[config.mk]
export PLATFORM = sky130hd
export DESIGN_NAME = regfile_mp
export DESIGN_NICKNAME = d
export VERILOG_FILES = /design/src/rtl/regfile_mp_pkg.sv /design/src/rtl/regfile_scoreboard.sv /design/src/rtl/regfile_mp.sv
export SDC_FILE = /design/constraint.sdc
export NUM_CORES = 2
export LEC_CHECK = 0
export CAP_MARGIN = 30
export CELL_PAD_IN_SITES_DETAIL_PLACEMENT = 0
export CELL_PAD_IN_SITES_GLOBAL_PLACEMENT = 1
export CORE_AREA = 2 2 469 471
export DETAILED_ROUTE_END_ITERATION = 10
export DIE_AREA = 0 0 471 473
export DONT_BUFFER_PORTS = 1
export HOLD_SLACK_MARGIN = 0.05
export PLACE_DENSITY_LB_ADDON = 0.1
export RECOVER_POWER = 100
export SETUP_SLACK_MARGIN = 0.5
export SLEW_MARGIN = 30
export SYNTH_ARGS = -nofsm -noshare
export SYNTH_HDL_FRONTEND = slang
export SYNTH_SLANG_ARGS = --single-unit
[constraint.sdc]
create_clock -name clk -period 5.8 [get_ports clk]
set_input_delay 1.16 -clock clk [delete_from_list [all_inputs] [get_ports clk]]
set_output_delay 1.16 -clock clk [all_outputs]
set_load 0.01 [all_outputs]
[src/rtl/regfile_mp_pkg.sv]
// Shared constants for the multi-port register file: default geometry and
// MIPS architectural register indices.
package regfile_mp_pkg;

  localparam int DEF_DW = 32;
  localparam int DEF_AW = 5;

  localparam int REG_ZERO = 0;
  localparam int REG_T0   = 8;
  localparam int REG_T1   = 9;
  localparam int REG_T2   = 10;
  localparam int REG_T3   = 11;
  localparam int REG_T4   = 12;
  localparam int REG_T5   = 13;
  localparam int REG_T6   = 14;
  localparam int REG_T7   = 15;
  localparam int REG_S0   = 16;
  localparam int REG_S1   = 17;
  localparam int REG_S2   = 18;
  localparam int REG_S3   = 19;
  localparam int REG_S4   = 20;
  localparam int REG_S5   = 21;
  localparam int REG_S6   = 22;
  localparam int REG_S7   = 23;
  localparam int REG_T8   = 24;
  localparam int REG_T9   = 25;
  localparam int REG_SP   = 29;
  localparam int REG_RA   = 31;

endpackage

[src/rtl/regfile_scoreboard.sv]
// Per-register busy bits for hazard detection. An issue marks a register
// pending; a writeback to it clears the bit. Issue wins over writeback on the
// same register because the newly issued producer supersedes the old one.
import regfile_mp_pkg::*;

module regfile_scoreboard #(
  parameter int AW       = DEF_AW,
  parameter int NUM_RD   = 2,
  parameter int ZERO_REG = 1
) (
  input  logic                 clk,
  input  logic                 rst,
  input  logic                 issue_en,
  input  logic [AW-1:0]        issue_addr,
  input  logic                 wen0,
  input  logic [AW-1:0]        waddr0,
  input  logic                 wen1,
  input  logic [AW-1:0]        waddr1,
  input  logic [NUM_RD*AW-1:0] raddr,
  output logic [NUM_RD-1:0]    rbusy,
  output logic [(2**AW)-1:0]   busy_vec
);

  localparam int DEPTH = 2**AW;

  logic [DEPTH-1:0] busy;
  logic [DEPTH-1:0] busy_nxt;

  // True when either write port retires into the given register this cycle.
  function automatic logic wr_hit(input logic [AW-1:0] a,
                                  input logic w0, input logic [AW-1:0] a0,
                                  input logic w1, input logic [AW-1:0] a1);
    return (w0 && (a0 == a)) || (w1 && (a1 == a));
  endfunction

  // Next busy state: issue sets, writeback clears, otherwise hold.
  always_comb begin
    busy_nxt = busy;
    for (int a = 0; a < DEPTH; a++) begin
      if (issue_en && (issue_addr == AW'(a)))
        busy_nxt[a] = 1'b1;
      else if (wr_hit(AW'(a), wen0, waddr0, wen1, waddr1))
        busy_nxt[a] = 1'b0;
    end
    if (ZERO_REG != 0)
      busy_nxt[0] = 1'b0;
  end

  // Busy bit register with synchronous clear.
  always_ff @(posedge clk) begin
    if (rst)
      busy <= '0;
    else
      busy <= busy_nxt;
  end

  // A consumer whose producer writes back this cycle sees it as ready.
  always_comb begin
    rbusy = '0;
    for (int i = 0; i < NUM_RD; i++) begin
      rbusy[i] = busy[raddr[i*AW +: AW]] &&
                 !wr_hit(raddr[i*AW +: AW], wen0, waddr0, wen1, waddr1);
    end
  end

  assign busy_vec = busy;

endmodule

[src/rtl/regfile_mp.sv]
// Multi-port register file: two posedge write ports (port 1 is the younger
// instruction and wins collisions), NUM_RD combinational read ports with
// same-cycle write-through bypass, optional hardwired zero register, busy
// scoreboard and an unbypassed debug read port.
import regfile_mp_pkg::*;

module regfile_mp #(
  parameter int DW       = DEF_DW,
  parameter int AW       = DEF_AW,
  parameter int NUM_RD   = 2,
  parameter int ZERO_REG = 1
) (
  input  logic                 clk,
  input  logic                 rst,
  input  logic [NUM_RD*AW-1:0] raddr,
  output logic [NUM_RD*DW-1:0] rdata,
  output logic [NUM_RD-1:0]    rbusy,
  input  logic                 wen0,
  input  logic [AW-1:0]        waddr0,
  input  logic [DW-1:0]        wdata0,
  input  logic                 wen1,
  input  logic [AW-1:0]        waddr1,
  input  logic [DW-1:0]        wdata1,
  input  logic                 issue_en,
  input  logic [AW-1:0]        issue_addr,
  input  logic [AW-1:0]        dbg_addr,
  output logic [DW-1:0]        dbg_data,
  output logic [(2**AW)-1:0]   busy_vec
);

  localparam int DEPTH = 2**AW;

  logic [DW-1:0] mem [DEPTH];
  logic          w0_ok;
  logic          w1_ok;

  // Writes to the hardwired zero register are dropped.
  assign w0_ok = wen0 && !((ZERO_REG != 0) && (waddr0 == '0));
  assign w1_ok = wen1 && !((ZERO_REG != 0) && (waddr1 == '0));

  // Storage commit; port 1 is applied last so the younger write wins.
  always_ff @(posedge clk) begin
    if (rst) begin
      for (int k = 0; k < DEPTH; k++)
        mem[k] <= '0;
    end else begin
      if (w0_ok)
        mem[waddr0] <= wdata0;
      if (w1_ok)
        mem[waddr1] <= wdata1;
    end
  end

  // Read ports: zero register, then port 1 bypass, port 0 bypass, storage.
  always_comb begin
    rdata = '0;
    for (int i = 0; i < NUM_RD; i++) begin
      if ((ZERO_REG != 0) && (raddr[i*AW +: AW] == '0))
        rdata[i*DW +: DW] = '0;
      else if (wen1 && (waddr1 == raddr[i*AW +: AW]))
        rdata[i*DW +: DW] = wdata1;
      else if (wen0 && (waddr0 == raddr[i*AW +: AW]))
        rdata[i*DW +: DW] = wdata0;
      else
        rdata[i*DW +: DW] = mem[raddr[i*AW +: AW]];
    end
  end

  // Debug port shows committed state only.
  always_comb begin
    dbg_data = mem[dbg_addr];
    if ((ZERO_REG != 0) && (dbg_addr == '0))
      dbg_data = '0;
  end

  regfile_scoreboard #(
    .AW       (AW),
    .NUM_RD   (NUM_RD),
    .ZERO_REG (ZERO_REG)
  ) u_scoreboard (
    .clk        (clk),
    .rst        (rst),
    .issue_en   (issue_en),
    .issue_addr (issue_addr),
    .wen0       (wen0),
    .waddr0     (waddr0),
    .wen1       (wen1),
    .waddr1     (waddr1),
    .raddr      (raddr),
    .rbusy      (rbusy),
    .busy_vec   (busy_vec)
  );

endmodule

==> impl_metrics.ini <==
[sta]
finalHoldViolations = 0
holdWs_ns = 0.4536
max_freq_ghz = 0.1712
worst_pin_slew_ns = 4.204
period_needed_ns = 5.843
period_share_pct = 100.7
finalWorstSetupSlack_ns = -0.04280
finalSetupViolations = 6
maxSlewViolCount = 1451
fin_skew_ns = 0
slew_headroom_pct = -180.2
rsz0062_at_grt = no

[synthesis]
synth.avg_cell_area_um2 = 15.11
synth_area_leaders = edfxtp_1 44%, mux4_2 29%, a22o_1 13%
synthArstFlopShare_pct = 0
synth_top_area_share_pct = 44.26
synth_ff_type = edfxtp_1
ys_warn_count = 0
syn_inst = 4597
synth_edf_count = 1024
yosysSeqAreaShare_pct = 45.16
yosysTopAreaCell = edfxtp_1
ys_types = 54
ys_ff_latch = 1055
netlist_area_um2 = 69470

[cts]
ctsHoldBuffers = 0
htree_levels = 4
path_clk_slew_ns = 0.06
insertion_delay_ns = 0.80
cts_sinks = 1055
cts-buffers-inserted = 141
clock_tree.buffer_depth = 3
cts_tree = yes
clockRootBuffer = clkbuf_16

[finish]
ff_latch_area_um2 = 31370
fillers = 20780
stdcell_count = 7234
area_delta_synth_final_pct = 10.24
fin_nets = 4349
drive_gt1_share_pct = 31.80
multi_input_area_um2 = 35480
fin_util_pct = 35.10

[critical_path]
arrival_ns = 4.68
cp-start-kind = primary input
crit_buf_inv = 1
end_kind = output pin
path_delay_family = simple AND/OR/NAND/NOR gates
critPathKind = primary input to output pin
cp_max_fo = 268
path_cells = nor4_2 -> or3_1 -> buf_12 -> nor3_2 -> a221o_1
cpPeakStageDelay_ns = 1.03
critical_path.slowest_cell = nor4_2
required_ns = 4.64

[outcome]
violations = max-capacitance violations, max-slew violations, negative setup slack
status = finished, violations left

[run]
maxCapViolations = 62

[min_path]
min_path_type = primary input to register

[placement]
dp.cells = 6961
dpl_worst_slack_ns = 0.4506
detailed_place_hpwl_mm = 212.1
io_buffers = 0
routabilityCongestion = 0.8431

[grt]
grt_pass1_wl_mm = 499.1
grt_pass1_vias = 51040
grt_max_degree = 282
grt-ovfl-total = 0
antenna_found_initial = 28
grt_util_all_layers_pct = 33.59

[floorplanning]
core_um2 = 218200
die_x_um = 471
num_rows = 172
die_h_um = 473
start_util_pct = 31.84
ioPinCount = 229
dieArea_um2 = 222800

[drt]
num_vias = 52300
antenna_left = 0
wl_mm = 387.3
drtPass1Iterations = 6
routedWlPerCell_um = 53.53
viasPerCell = 7.229
route.detailed.drc = 0
drt_iter0_drc = 7217

[pwr]
power_density_nw_per_um2 = 274.4
p_total_w = 0.02101
peakVddDrop_mv = 0.3168
leakagePower_nw = 24.35
-- path summary, 6_finish.rpt --
path / start / end / slack, ns / depth (start not counted)
hold reg to reg: u_scoreboard.busy_vec[20]$_SDFFE_PP0P_ / u_scoreboard.busy_vec[20]$_SDFFE_PP0P_ / 0.55 / 2
setup reg to reg: u_scoreboard.busy_vec[27]$_SDFFE_PP0P_ / u_scoreboard.busy_vec[27]$_SDFFE_PP0P_ / 4.80 / 2
hold / removal: rst / u_scoreboard.busy_vec[7]$_SDFFE_PP0P_ / 0.45 / 1
setup / recovery: raddr[6] / rdata[49] / -0.04 / 5
-- area by class of cell --
type | count | share of cell area [%]
Clock inverter | 60 | 0.5555
Antenna cell | 5 | 0.01634
Sequential cell | 1055 | 40.96
Multi-Input combinational cell | 2809 | 46.32
Inverter | 8 | 0.03921
Timing Repair Buffer | 235 | 2.297
Tap cell | 2871 | 4.690
Clock buffer | 191 | 5.115
-- synthesized netlist by cell type (all sizes together) (7+ instances only) --
master / number
edfxtp: 1024
a22o: 1009
mux4: 891
clkbuf: 502
buf: 255
nor2: 111
mux2i: 86
nor3: 82
nand2: 80
mux2: 61
o221ai: 55
nor2b: 53
a22oi: 51
a21oi: 39
o22ai: 38
nand3: 37
dfxtp: 31
a221o: 29
o21ai: 25
a221oi: 17
xor2: 16
nand2b: 14
and3: 12
nor4: 10
a2111oi: 9
inv: 8
o211ai: 7
-- cells by family after synthesis --
group	after synthesis	synth area share, %
compound gates	1294	15.76
flops	1055	45.16
mux	1038	31.11
buf+inv	765	4.726
simple gates	424	2.984
xor+xnor	20	0.2521
other cells	1	0.005398
-- registers in the layout, summed over array words and instances (netlist names) --
signal and cells:
mem 1024, u_scoreboard.busy_vec 31
-- through the flow --
step / setup TNS [ns] / instance area (um2)
after CTS: 0 / 77050
after detailed placement: 0 / 72690
after floorplan: 0 / 69590
after global routing: 0 / 76580
final: -0.1459 / 76580
after global placement: 0 / 72630
-- layer usage --
metal	routed length, um	track usage (%)
met5	71	0
met2	178300	53.48
met1	145600	42.29
met3	36130	7.342
met4	27120	19.24
-- layout by cell type (no fill, tap or decap), types with 29 or more instances in the layout --
| cell type | instances |
|---|---|
| clkbuf_2 | 42 |
| dfxtp_1 | 31 |
| nor2b_1 | 50 |
| o22ai_1 | 38 |
| a21oi_1 | 39 |
| clkbuf_16 | 157 |
| a22o_1 | 1009 |
| nor2_1 | 84 |
| nand3_1 | 36 |
| clkbuf_1 | 101 |
| clkinv_1 | 29 |
| o221ai_1 | 44 |
| mux2_2 | 61 |
| mux4_2 | 891 |
| conb_1 | 33 |
| mux2i_1 | 85 |
| nor3_1 | 63 |
| edfxtp_1 | 1024 |
| a221o_1 | 29 |
| buf_4 | 109 |
| nand2_1 | 80 |
| a22oi_1 | 51 |
-- what timing repair did --
action                     in CTS  in global routing
buffers inserted                0                  0
setup endpoints to repair       2                 50
resized for setup               2                 13
cloned                          0                 10
pin swaps                       0                  2
-- power breakdown --
| part | leakage (nW) | switching (W) | total, W | internal (W) |
|---|---|---|---|---|
| Clock | 2.12 | 0.00366 | 0.00859 | 0.00493 |
| Sequential | 10.0 | 0.000318 | 0.00917 | 0.00886 |
| Combinational | 12.2 | 0.00173 | 0.00324 | 0.00152 |
-- worst reg2reg max path: cells and delay by family, from the launching register on --
| kind | cells | cell delay (ns) |
|---|---|---|
| AOI/OAI and AO/OA | 2 | 0.37 |
| DFF | 1 | 0.57 |
No activity file was read; power rests on OpenSTA's default activity.
